### src/rtl/ipr_nvme_pkg.sv
// Shared definitions for the NVMe completion-queue doorbell path: FSM encoding,
// AXI response codes and the doorbell address helper.
package ipr_nvme_pkg;

  typedef enum logic [3:0] {
    StIdle  = 4'b0001,
    StWrite = 4'b0010,
    StResp  = 4'b0100,
    StErr   = 4'b1000
  } db_state_e;

  localparam logic [1:0]  AXI_RESP_OKAY = 2'b00;
  localparam logic [31:0] DB_OFFSET     = 32'h0000_1000;
  localparam int unsigned ADMIN_QID     = 0;

  // CQ head doorbell of queue qid sits at slot 2*qid+1; slot size is 4 << DSTRD bytes.
  function automatic logic [31:0] db_addr(input logic [31:0]  base,
                                          input int unsigned  qid,
                                          input int unsigned  dstrd);
    logic [31:0] stride;
    stride = 32'd4 << dstrd;
    return base + (32'(2 * qid + 1) * stride);
  endfunction

endpackage

### src/rtl/ipr_nvme_cq_doorbell.sv
// Writes admin/IO completion-queue head updates to the controller CQ head doorbells
// over an AXI4-Lite write master, one write at a time, with round-robin arbitration.
module ipr_nvme_cq_doorbell
  import ipr_nvme_pkg::*;
#(
  parameter logic [31:0] DB_BASE      = DB_OFFSET,
  parameter int unsigned DSTRD        = 4,
  parameter int unsigned IO_QID       = 1,
  parameter logic [15:0] RESP_TIMEOUT = 16'd1023
) (
  input  logic        clk_in,
  input  logic        resetb,
  input  logic        acq_head_done,
  input  logic [15:0] acq_head_local_out,
  output logic        acq_head_done_ack,
  input  logic        iocq_head_done,
  input  logic [15:0] iocq_head_local_out,
  output logic        iocq_head_done_ack,
  output logic [31:0] m_awaddr,
  output logic        m_awvalid,
  input  logic        m_awready,
  output logic [31:0] m_wdata,
  output logic [3:0]  m_wstrb,
  output logic        m_wvalid,
  input  logic        m_wready,
  input  logic [1:0]  m_bresp,
  input  logic        m_bvalid,
  output logic        m_bready,
  output logic [31:0] db_write_cnt,
  output logic [15:0] db_err_cnt,
  output logic        db_timeout
);

  localparam logic [31:0] AcqAddr = db_addr(DB_BASE, ADMIN_QID, DSTRD);
  localparam logic [31:0] IoAddr  = db_addr(DB_BASE, IO_QID, DSTRD);

  db_state_e   state_q;
  logic        acq_ack_q, io_ack_q;
  logic [31:0] awaddr_q;
  logic [15:0] head_q;
  logic        awvalid_q, wvalid_q, bready_q;
  logic [31:0] wr_cnt_q;
  logic [15:0] err_cnt_q;
  logic        timeout_q;
  logic        last_io_q;
  logic [15:0] tmo_q;

  logic        sel_acq, sel_io;
  logic        aw_hs, w_hs, aw_done, w_done;
  logic [15:0] tmo_inc;
  logic        tmo_hit;

  // last_io_q resets high so admin wins the first tie.
  assign sel_acq = acq_head_done & (~iocq_head_done | last_io_q);
  assign sel_io  = iocq_head_done & (~acq_head_done | ~last_io_q);

  assign aw_hs   = awvalid_q & m_awready;
  assign w_hs    = wvalid_q & m_wready;
  assign aw_done = ~awvalid_q | m_awready;
  assign w_done  = ~wvalid_q | m_wready;

  assign tmo_inc = tmo_q + 16'd1;
  assign tmo_hit = (tmo_inc == RESP_TIMEOUT);

  always_ff @(posedge clk_in or negedge resetb) begin
    if (!resetb) begin
      state_q   <= StIdle;
      acq_ack_q <= 1'b0;
      io_ack_q  <= 1'b0;
      awaddr_q  <= '0;
      head_q    <= '0;
      awvalid_q <= 1'b0;
      wvalid_q  <= 1'b0;
      bready_q  <= 1'b0;
      wr_cnt_q  <= '0;
      err_cnt_q <= '0;
      timeout_q <= 1'b0;
      last_io_q <= 1'b1;
      tmo_q     <= '0;
    end else begin
      acq_ack_q <= 1'b0;
      io_ack_q  <= 1'b0;
      unique case (state_q)
        StIdle: begin
          tmo_q <= '0;
          if (sel_acq || sel_io) begin
            acq_ack_q <= sel_acq;
            io_ack_q  <= sel_io;
            awaddr_q  <= sel_acq ? AcqAddr : IoAddr;
            head_q    <= sel_acq ? acq_head_local_out : iocq_head_local_out;
            awvalid_q <= 1'b1;
            wvalid_q  <= 1'b1;
            last_io_q <= sel_io;
            state_q   <= StWrite;
          end
        end
        StWrite: begin
          tmo_q <= tmo_inc;
          if (tmo_hit) begin
            awvalid_q <= 1'b0;
            wvalid_q  <= 1'b0;
            bready_q  <= 1'b0;
            timeout_q <= 1'b1;
            state_q   <= StErr;
          end else begin
            if (aw_hs) awvalid_q <= 1'b0;
            if (w_hs)  wvalid_q  <= 1'b0;
            if (aw_done && w_done) begin
              bready_q <= 1'b1;
              state_q  <= StResp;
            end
          end
        end
        StResp: begin
          tmo_q <= tmo_inc;
          if (tmo_hit) begin
            bready_q  <= 1'b0;
            timeout_q <= 1'b1;
            state_q   <= StErr;
          end else if (m_bvalid) begin
            bready_q <= 1'b0;
            if (m_bresp == AXI_RESP_OKAY) begin
              wr_cnt_q <= wr_cnt_q + 32'd1;
            end else if (err_cnt_q != 16'hFFFF) begin
              err_cnt_q <= err_cnt_q + 16'd1;
            end
            state_q <= StIdle;
          end
        end
        StErr: begin
          // Terminal until reset; outputs already parked low.
        end
        default: state_q <= StIdle;
      endcase
    end
  end

  assign acq_head_done_ack  = acq_ack_q;
  assign iocq_head_done_ack = io_ack_q;
  assign m_awaddr           = awaddr_q;
  assign m_awvalid          = awvalid_q;
  assign m_wdata            = {16'd0, head_q};
  assign m_wstrb            = 4'hF;
  assign m_wvalid           = wvalid_q;
  assign m_bready           = bready_q;
  assign db_write_cnt       = wr_cnt_q;
  assign db_err_cnt         = err_cnt_q;
  assign db_timeout         = timeout_q;

endmodule

### config.mk
export PLATFORM = sky130hd
export DESIGN_NAME = ipr_nvme_cq_doorbell
export DESIGN_NICKNAME = d
export VERILOG_FILES = /design/src/rtl/ipr_nvme_pkg.sv /design/src/rtl/ipr_nvme_cq_doorbell.sv
export SDC_FILE = /design/constraint.sdc
export NUM_CORES = 1
export LEC_CHECK = 0
export CAP_MARGIN = 20
export CORE_ASPECT_RATIO = 1.4
export CORE_MARGIN = 5
export CORE_UTILIZATION = 35
export CTS_CLUSTER_DIAMETER = 50
export CTS_CLUSTER_SIZE = 25
export DETAILED_ROUTE_END_ITERATION = 6
export PLACE_DENSITY = 0.62
export SETUP_SLACK_MARGIN = 0.1
export SLEW_MARGIN = 40
export SYNTH_ARGS = -nofsm -noshare
export SYNTH_HDL_FRONTEND = slang
export SYNTH_SLANG_ARGS = --single-unit
### constraint.sdc
create_clock -name clk_in -period 3.7 [get_ports clk_in]
set_clock_uncertainty 0.15 [all_clocks]
set_input_delay 0.74 -clock clk_in [delete_from_list [all_inputs] [get_ports clk_in]]
set_output_delay 0.74 -clock clk_in [all_outputs]
set_load 0.03 [all_outputs]
== Yosys cells after proc, flatten, opt, wreduce, memory -nomap -nowiden ==
Index checks and enable logic that the tools add are counted.
Word-level totals
  bits in registers: 123
  output and inout port bits: 122
  word-level logic and storage cells: 83
Cells by class
  add/sub/neg operators: 3
  equal/unequal tests: 11
  multiplexer cells: 25
  bitwise logic cells: 16
  reduce and logical (&&, ||, !) cells: 15
Operators by type and width (count)
  16-bit by 1-bit adder with 16-bit output (second input constant): 2
  32-bit by 1-bit adder with 32-bit output (second input constant): 1
  16-bit case mux with 2 select lines: 1
  4-bit two-way mux: 5
  16-bit by 10-bit == test with 1-bit output (second input constant): 1
  16-bit two-way mux: 1
  16-bit != test (second input constant): 1
  4-bit case mux with 4 select lines: 1
  1-bit two-way mux: 13
  3-bit != test (second input constant): 4
  3-bit AND reduction: 3
  8-bit two-way mux: 1
  1-bit inverter: 8
  4-bit AND reduction: 2
  1-bit case mux with 2 select lines: 3
  2-bit nonzero test: 3
  5-bit AND reduction: 1
  1-bit bitwise AND: 4
  4-bit by 1-bit == test with 1-bit output (second input constant): 1
  4-bit by 2-bit == test with 1-bit output (second input constant): 1
  4-bit by 3-bit == test with 1-bit output (second input constant): 1
  4-bit == test (second input constant): 1
  1-bit bitwise OR: 4
  2-bit AND reduction: 2
  5 further kinds: 5

== Depth between registers and ports, before layout ==
  word-level depth: 6
  depth in mapped cells: 10

== Worst setup path after synthesis ==
OpenSTA, ideal clock, no wires.
  path type: register -> register
  start: reg tmo_q[0]
  end: reg err_cnt_q[1], in the netlist db_err_cnt[1]
  setup time: 0.125 ns
  data arrival time: 2.388 ns
  required time: 3.425 ns
  setup slack: 1.036 ns
  cell stages (with the launch flop): 11
  clock period less this slack: 2.664 ns
  path through: dfrtp_1 ha_1 clkbuf_1 nand2_1 nor4_2 mux2i_1 nand3b_2 o21ai_2 buf_6 nor2_2 mux2_4
Between the ends
  word-level cells in the longest chain between the ends: 4
Ends and longest elaborated chain
  from (decl): line ipr_nvme_cq_doorbell.sv:46  | logic [15:0] tmo_q;
  from (signal assigned): line ipr_nvme_cq_doorbell.sv:98  | tmo_q <= tmo_inc;
  from (signal assigned): line ipr_nvme_cq_doorbell.sv:115  | tmo_q <= tmo_inc;
  16-bit by 1-bit adder with 16-bit output: line ipr_nvme_cq_doorbell.sv:62  | assign tmo_inc = tmo_q + 16'd1;
  16-bit by 10-bit == test with 1-bit output: line ipr_nvme_cq_doorbell.sv:63  | assign tmo_hit = (tmo_inc == RESP_TIMEOUT);
  1-bit inverter (no line)
  5-bit AND reduction (no line)
  to (signal assigned): line ipr_nvme_cq_doorbell.sv:125  | err_cnt_q <= err_cnt_q + 16'd1;
  to (decl): line ipr_nvme_cq_doorbell.sv:43  | logic [15:0] err_cnt_q;
No other way between the ends.
A chain may end at the register's enable or synchronous reset.

== Worst setup path after layout ==
  start: reg tmo_q[0]
  end: reg wr_cnt_q[8], in the netlist db_write_cnt[8]
Between the ends
  word-level cells in the longest chain between the ends: 4
Ends and longest elaborated chain
  16-bit by 1-bit adder with 16-bit output: line ipr_nvme_cq_doorbell.sv:62
  16-bit by 10-bit == test with 1-bit output: line ipr_nvme_cq_doorbell.sv:63
  1-bit inverter (no line)
  4-bit AND reduction (no line)
  to (signal assigned): line ipr_nvme_cq_doorbell.sv:123  | wr_cnt_q <= wr_cnt_q + 32'd1;
  to (decl): line ipr_nvme_cq_doorbell.sv:42  | logic [31:0] wr_cnt_q;
No other way between the ends.

==> results by group <==
Yosys
  • Seq/Total Area, Yosys: 0.441
  • Number of synthesized flops with an enable pin: 0
  • Synth cell types: 59
  • Yosys reg bits: 93
  • Post-synth ARST share: 1.00
  • Main combinational cell family by area after synthesis: simple AND/OR/NAND/NOR gates
  • Synthesized netlist cell count: 538
  • Post-synthesis simple-gate area fraction: 0.234
  • Post-Synthesis Cell Area: 5280 µm²
  • Mux cell area share after synthesis: 0.0391
  • Post-synthesis adder-cell area fraction: 0.00948
  • Post-Syn Area per Cell: 9.81 µm²
  • Post-Synth XOR/XNOR Area: 0.0879
  • Main flop type after synthesis: dfrtp_1
  • Synth Area in Compound Gates: 0.0853
  • Ys Warns: 0

Route
  • Drt total wl: 12400 µm
  • Vias: 4139
  • DRT antenna net count: 0
  • Vias per cell: 4.92
  • DR WL/cell: 14.7 µm
  • DRT Pass-1 Iters: 4
  • DRC Markers: 0
  • Starting DRT DRC Count: 194

Pwr
  • Max VDD drop: 0.439 mV
  • Leakage power: 3.05 nW
  • Pwr dens: 554 nW/µm²

Job
  • Max cap viols: 0

Clock network
  • H-tree depth: 3
  • CTS tree: built
  • Root Driver: clkbuf_16
  • Setup Fix Bufs, Post-CTS: 0
  • CTS clk-pin slew, worst paths: 70 ps
  • Cts repair resizes: 0
  • Hold_buf cts: 0
  • Clock Path Buffers: 2
  • Later-pin clock latency in the skew report: 340 ps
  • Clock Sinks: 93
  • CTS Buf Count: 9

Floorplanning
  • Io pins: 163
  • Initial core utilization: 0.354
  • Die width: 114 µm
  • Core Footprint: 14900 µm²
  • Height of the die: 155 µm
  • DIE AREA: 17700 µm²
  • Row cnt: 53

Min path
  • Hold Crit Class: input port to asynchronous set/reset pin

Critical path
  • Worst Reg-to-Reg Cells: 9
  • Critical-path maximum fanout: 28
  • Reg2reg setup slack: 630 ps
  • Crit Path Class: flip-flop to flip-flop
  • Critical path startpoint: tmo_q[0]$_DFFE_PN0N_
  • Worst setup path endpoint: db_write_cnt[8]$_DFFE_PN0P_
  • Worst Path Required: 3760 ps
  • CP endpoint kind: flip-flop
  • FF-to-FF End: db_write_cnt[8]$_DFFE_PN0P_
  • Arrival time worst endpoint: 3130 ps
  • CP startpoint kind: flip-flop
  • Reg2reg start: tmo_q[0]$_DFFE_PN0N_

Placed design
  • DP HPWL: 9220 µm
  • I/O Buffers: 113
  • Post-place setup slack: 663 ps
  • Routability cong.: 0.842

GRT
  • Vias in the first global route: 4093
  • GRT Overall Usage: 0.138
  • Initial antenna violation count: 0
  • Global-route wire length before repair: 20100 µm
  • Largest net degree at the start of global routing: 49
  • Total grt overflow: 0

STA
  • Worst setup margin: 626 ps
  • Final hold violations: 0
  • Setup TNS: 0 ps
  • Pins Over Slew Limit: 0
  • Slew margin rel.: 0.504
  • Worst slew pin tran: 742 ps
  • Fmax: 325 MHz
  • Minimum clock period: 3070 ps
  • Fin crit share: 0.831
  • Setup violators final: 0
  • RSZ-0062 raised after global routing: false

Final layout
  • Layout overhead on the synthesized area: 27.6%
  • Proportion of layout cells with a drive suffix above 1: 0.103
  • Antenna diodes: 0
  • Nets: 690

Status
  • Status: complete, no violations
[how the worst min path moves through the flow]
stage                                      start                            to  slack (ps)  cells past startpoint
after global placement    db_timeout$_DFFE_PN0P_        db_timeout$_DFFE_PN0P_         300                      1
final                                     resetb  db_write_cnt[20]$_DFFE_PN0P_         260                      1
after detailed placement  db_timeout$_DFFE_PN0P_        db_timeout$_DFFE_PN0P_         300                      1
after global routing                      resetb  db_write_cnt[21]$_DFFE_PN0P_         320                      1
after floorplan                           resetb   acq_head_done_ack$_DFF_PN0_         290                      0
after CTS                                 resetb  db_write_cnt[21]$_DFFE_PN0P_         290                      1
[worst max-delay path, stage by stage (launching register included)]
cell	delay (ps)
dfrtp_1	490
ha_1	340
nand2_1	140
nor4_2	380
mux2i_1	310
nand3b_2	160
o21ai_4	440
buf_12	270
nor3_1	80
xor2_1	170
[cell families (layout without fill, tap and decap cells)]
kind of cell,Yosys count,after routing
xor+xnor,53,53
other cells,2,49
fa+ha+maj,4,4
simple gates,201,201
buf+inv,87,152
compound gates,78,78
flops,93,93
mux,20,20
[final cells by class]
type / count / area, µm²
fillers: 1453 / 8180
multi-input cells: 405 / 2600
flip-flops and latches: 93 / 2330
repair buffers: 120 / 1190
well taps: 192 / 240
clock buffers: 10 / 239
clock inverters: 6 / 71.3
inverters: 16 / 60.1
[power breakdown]
group	internal, W	leakage [nW]	switching (W)	total, W
clock	0.000548	0.151	0.000405	0.000954
combinational	0.000517	1.71	0.000855	0.00137
sequential	0.00122	1.20	0.000188	0.00140
total	0.00228	3.05	0.00145	0.00373
[Yosys cell counts, drive strengths merged, types with 13 or more instances]
library cell	instances	area share
xor2	41	0.068
a21oi	14	0.013
nand2	47	0.033
nor2	24	0.018
dfrtp	91	0.43
nor3	20	0.020
inv	16	0.011
nor4	23	0.052
nand3	26	0.025
clkbuf	13	0.0092
mux2i	18	0.034
o21ai	44	0.042
buf	58	0.081
nand4	20	0.027
[cells in the final DEF, fill, tap and decap left out, types with 3 or more instances in the layout]
cell type and count:
inv_1 16, buf_4 7, o21ai_0 39, or2_2 5, nand2_1 47, mux2i_1 18, nor4_2 21, conb_1 49
nand2b_1 4, nor3_1 19, a21oi_1 14, a21o_1 3, xnor2_1 12, nand3_1 26, and3_1 9, nor2_1 22
nor2b_1 3, dfrtp_1 91, xor2_1 41, nand4_1 19, and2_1 5, o21ai_1 3, clkbuf_16 9, clkdlybuf4s50_1 112
o21a_1 4, ha_1 4, nor4b_2 3
[flip-flops by register name (all words and copies together) (netlist names), 2 cells and up]
register      cells
db_err_cnt       16
db_write_cnt     32
head_q           16
m_awaddr          2
state_q           4
tmo_q            16
[per-layer routing]
layer  track usage  up-vias  wire, µm
met5             0        -         0
met4        0.0475        0       190
met3        0.0327       17       740
met2         0.240      114      6300
met1         0.165     2011      5120
li1              -     1997         -
[per-stage QoR]
stage / std cells / utilization / power, W / instance area [µm²] / hold WS, ps
6_report: 842 / 0.451 / 0.00373 / 6740 / 263
5_1_grt: 842 / 0.451 / 0.00395 / 6740 / 325
4_1_cts: 842 / 0.451 / 0.00378 / 6730 / 287
3_5_place_dp: 826 / 0.431 / 0.00281 / 6420 / 302
3_3_place_gp: 826 / 0.431 / 0.00277 / 6420 / 303
2_1_floorplan: 585 / - / 0.00232 / 5460 / 294
Note: power is estimated with default switching activity, not from simulation.
==> patch 1 (config.mk and constraints unchanged) <==
Put one more register stage on the output `db_write_cnt`, cleared by the reset. The value now appears one clock later. The other outputs are not delayed to match.
--- a/src/rtl/ipr_nvme_cq_doorbell.sv
+++ b/src/rtl/ipr_nvme_cq_doorbell.sv
@@ -143,7 +143,13 @@
   assign m_wstrb            = 4'hF;
   assign m_wvalid           = wvalid_q;
   assign m_bready           = bready_q;
-  assign db_write_cnt       = wr_cnt_q;
+  always_ff @(posedge clk_in or negedge resetb) begin
+    if (!resetb) begin
+      db_write_cnt <= '0;
+    end else begin
+      db_write_cnt <= wr_cnt_q;
+    end
+  end
   assign db_err_cnt         = err_cnt_q;
   assign db_timeout         = timeout_q;
 
Function: changed (a bounded check fails within 4 cycles, from zero or initial values and one cycle with resetb low).
==> patch 1 against the unedited design <==
Worst setup slack better by 0.18 ns; die area is 11% higher; utilization is 1.4 points higher; sequential cell count is 32 higher; synthesized cell count is 3.2% higher; count of clock-buffer cells in the layout is 8 higher; maximum frequency is 6.3% higher; power is 26% higher; synthesized area is 12% higher; worst hold slack worse by 0.064 ns; routed wire length is 9.2% higher; first-iteration DRC count is 14% lower; critical path depth is 2 lower; cell area is 15% higher; critical path type unchanged.
==> patch 1: results <==
metrics = {
    "global_route": {
        "antenna_found_initial": 0,
        "grt_pass1_wl_mm": 21.96,
        "grt_use_total_pct": 13.86,
        "grt_max_degree": 78,
    },
    "routing": {
        "drt-vias-per-instance": 4.877,
        "drtIter0Drc": 167,
        "vias": 4336,
        "routed_wirelength_mm": 13.49,
    },
    "clock_tree": {
        "post-cts-setup-buffer-count": 0,
        "cts_htree_levels": 4,
        "clkTransAtPathRegs_ns": 0.06,
        "clkLatencyLatePin_ns": 0.40,
        "numCtsBuffers": 17,
        "root_buffer": "clkbuf_16",
        "clockBufferDepth": 2,
    },
    "finish": {
        "n_fill_cell": 1550,
        "drive_gt1_share_pct": 9.913,
        "fin_nets": 718,
        "antenna_cells": 0,
        "reg_top3": "db_write_cnt (32), wr_cnt_q (32)",
        "ff_latch_area_mm2": 0.003131,
    },
    "place": {
        "dpl_cell_area_mm2": 0.007096,
        "detailed_place_hpwl_mm": 9.701,
        "placed_cells_incl_taps": 857,
        "preCtsSetupSlack_ns": 0.8227,
        "place.gp.congestion": 0.8460,
    },
    "power_and_ir_drop": {
        "vdd_drop_max_mv": 0.2998,
        "p_leak_uw": 0.003650,
        "p_switching_uw": 1486,
    },
    "logic_synthesis": {
        "synth_xor_area_share_pct": 7.689,
        "synthAdderAreaFrac_pct": 0.8450,
        "yosysSeqAreaShare_pct": 52.85,
        "postSynthAreaPerCell_um2": 10.67,
        "synth_compound_area_share_pct": 7.499,
        "synth.area.top_cells": "dfrtp_1 52%, xor2_1 6.8%, buf_4 6.6%",
        "synth-main-ff-cell": "dfrtp_1",
        "synthArstFlopShare_pct": 100.0,
        "synth.distinct_cells": 53,
        "yosys_warnings": 0,
        "muxShareOfSynthArea_pct": 3.147,
        "ys_top_cells_by_count": "123 x dfrtp_1, 57 x nand2_1, 52 x buf_4",
    },
    "worst_setup_path": {
        "crit_arrival_ns": 3.03,
        "critPathMaxStageDelay_ns": 0.55,
        "cp_max_fo": 26,
        "critPathTopFamily": "simple AND/OR/NAND/NOR gates",
        "critPathSlowestCell": "or4b_4",
    },
    "sta": {
        "slew_headroom_pct": 50.67,
    },
    "status": {
        "outcome": "complete, no violations",
    },
    "min_path": {
        "hold_class": "in -> async",
    },
}
-- patch 1: cell types whose count changed after synthesis, sizes merged, moves of 3 or more --
cell | before | now
nand2 | 47 | 57
a2111oi | 0 | 3
a21oi | 14 | 3
nor4 | 23 | 10
xor2 | 41 | 46
buf | 58 | 55
nor3 | 20 | 35
dfrtp | 91 | 123
inv | 16 | 10
nor2b | 3 | 0
xnor2 | 12 | 6
-- patch 1: routing by layer --
metal  track usage, %  vias up  share of wire [%]
met1            16.22     2109                 40
met3            3.204       12                4.8
met2            24.92      137                 54
li1                 -     2078                  -
met5                0        -                  0
met4            4.690        0                1.2
-- patch 1: worst paths after layout --
kind                                          start                         end  slack, ns  cells after the start
max in group asynchronous                    resetb      state_q[0]$_DFFE_PN1P_       2.36                      2
max                           tmo_q[11]$_DFFE_PN0N_     wr_cnt_q[1]$_DFFE_PN0P_       0.81                      7
max reg2reg                   tmo_q[11]$_DFFE_PN0N_     wr_cnt_q[1]$_DFFE_PN0P_       0.81                      7
min                                          resetb      head_q[15]$_DFFE_PN0P_       0.20                      1
min reg2reg                wr_cnt_q[31]$_DFFE_PN0P_  db_write_cnt[31]$_DFF_PN0_       0.26                      0
min in group clk_in        wr_cnt_q[31]$_DFFE_PN0P_  db_write_cnt[31]$_DFF_PN0_       0.26                      0
-- patch 1: power by group through the flow --
stage	clock network (uW)	registers (uW)	logic [uW]
6_report	1860	1680	1150
5_1_grt	1970	1720	1240
3_3_place_gp	0	1700	1150
2_1_floorplan	0	1940	495
4_1_cts	1910	1690	1160
3_5_place_dp	0	1710	1160
-- patch 1: final cells by class --
type	instances	share of cell area, %
clock buffers	18	5.657
clock inverters	14	2.949
inverters	10	0.4835
multi-input cells	397	31.75
flip-flops and latches	125	40.32
well taps	203	3.272
repair buffers	122	15.57
==> patch 2 (same settings) <==
Without the edit above. Change the parameter `RESP_TIMEOUT` from 16'd1023 to 16'd512.
--- a/src/rtl/ipr_nvme_cq_doorbell.sv
+++ b/src/rtl/ipr_nvme_cq_doorbell.sv
@@ -6,7 +6,7 @@
   parameter logic [31:0] DB_BASE      = DB_OFFSET,
   parameter int unsigned DSTRD        = 4,
   parameter int unsigned IO_QID       = 1,
-  parameter logic [15:0] RESP_TIMEOUT = 16'd1023
+  parameter logic [15:0] RESP_TIMEOUT = 16'd512
 ) (
   input  logic        clk_in,
   input  logic        resetb,
Function: same outputs for any inputs over 4 cycles, from zero or initial values and one cycle with resetb low; that may be too few to reach the edited logic, so the function may still have changed.
==> patch 2 against the unedited design <==
Maximum frequency is 0.50% higher; synthesized area is 1.3% lower; highest routed layer unchanged; sequential cell count stayed put; routed wire length hardly changed; cell count is 1.7% lower; first-iteration DRC count is 21% lower; power is 8.3% lower; worst setup slack better by 0.015 ns; critical endpoint is now db_err_cnt[12]$_DFFE_PN0P_; cell area is 1.9% lower.
==> patch 2: results <==
metrics = {
    "power_and_ir_drop": {
        "vdd_drop_max_mv": 0.3306,
        "p_seq_uw": 1330,
        "pwr-share-seq_pct": 38.9,
        "netSwitchingFraction_pct": 38.05,
    },
    "global_route": {
        "grt.overflow.total": 0,
        "grt_max_degree": 53,
        "grt_pass1_vias": 4107,
        "grt_use_total_pct": 14.30,
        "grt_pass1_wl_mm": 20.61,
    },
    "finish": {
        "fin_nets": 678,
        "area_growth_pct": 26.84,
        "n_fill_cell": 1421,
        "finalNonFillerCells": 828,
        "drive_gt1_share_pct": 9.077,
    },
    "place": {
        "placed_cells_incl_taps": 812,
        "dpl_cell_area_mm2": 0.006334,
        "detailed_place_hpwl_mm": 9.254,
        "place.gp.congestion": 0.8352,
        "preCtsSetupSlack_ns": 0.5072,
    },
    "logic_synthesis": {
        "syn_inst": 523,
        "synth-main-ff-cell": "dfrtp_1",
        "yosysSeqAreaShare_pct": 44.70,
        "synth.area.top_cells": "dfrtp_1 44%, xor2_1 8.2%, buf_4 7.2%",
        "ys_top_cells_by_count": "91 x dfrtp_1, 58 x nand2_1, 50 x buf_4",
    },
    "worst_setup_path": {
        "critPathTopFamily": "simple AND/OR/NAND/NOR gates",
        "reg2reg_to": "db_err_cnt[12]$_DFFE_PN0P_",
        "r2r_setup_slack_ns": 0.64,
        "cp_max_fo": 21,
        "reg2regPathDepth": 8,
        "critPathMaxStageDelay_ns": 0.61,
        "crit_arrival_ns": 3.12,
        "r2r_start": "tmo_q[0]$_DFFE_PN0N_",
        "critPathSlowestCell": "o2111a_2",
    },
    "routing": {
        "drtIter0Drc": 153,
        "wl_per_cell_um": 14.93,
        "vias": 4099,
    },
    "sta": {
        "whs_ns": 0.2907,
        "tightest_slew_ns": 0.7728,
    },
    "min_path": {
        "hold_class": "in -> async",
    },
    "status": {
        "outcome": "complete, no violations",
    },
    "clock_tree": {
        "cts-resized-gates": 0,
    },
}
-- patch 2: worst reg2reg max path: cells and delay by family, from the launching register on --
family	cells	cell delay, ns
simple gates	3	0.87
compound gates	2	0.76
xor+xnor	1	0.16
flops	1	0.43
fa+ha+maj	1	0.28
buf+inv	1	0.29
-- patch 2: cells by family after synthesis --
group           share of synthesized area [%]
fa+ha+maj                              0.7202
buf+inv                                 10.78
flops                                   44.70
simple gates                            23.36
other cells                            0.1441
compound gates                          7.753
mux                                     3.649
xor+xnor                                8.905
-- patch 2: final cells by class --
type | count | share of cell area, %
Tap cell | 189 | 3.577
Multi-Input combinational cell | 398 | 37.83
Clock buffer | 11 | 3.671
Sequential cell | 93 | 35.24
Inverter | 8 | 0.4542
Clock inverter | 5 | 0.5299
Timing Repair Buffer | 124 | 18.70
-- patch 2: metal layers --
metal	global-route usage (%)	vias to the layer above	part of all wire, %
li1	-	1970	-
met1	17.56	2003	42
met2	24.86	116	51
met3	3.362	10	5.5
met4	4.238	0	1.2
met5	0	-	0
-- patch 2: worst max-delay path by stage --
stage	start	to	slack (ns)
after detailed placement	m_bvalid	db_write_cnt[28]$_DFFE_PN0P_	0.51
after CTS	tmo_q[0]$_DFFE_PN0N_	db_err_cnt[12]$_DFFE_PN0P_	0.65
final	tmo_q[0]$_DFFE_PN0N_	db_err_cnt[12]$_DFFE_PN0P_	0.64
after global placement	m_bvalid	db_write_cnt[28]$_DFFE_PN0P_	0.56
after global routing	tmo_q[0]$_DFFE_PN0N_	db_err_cnt[12]$_DFFE_PN0P_	0.46
after floorplan	tmo_q[0]$_DFFE_PN0N_	db_err_cnt[1]$_DFFE_PN0P_	1.20
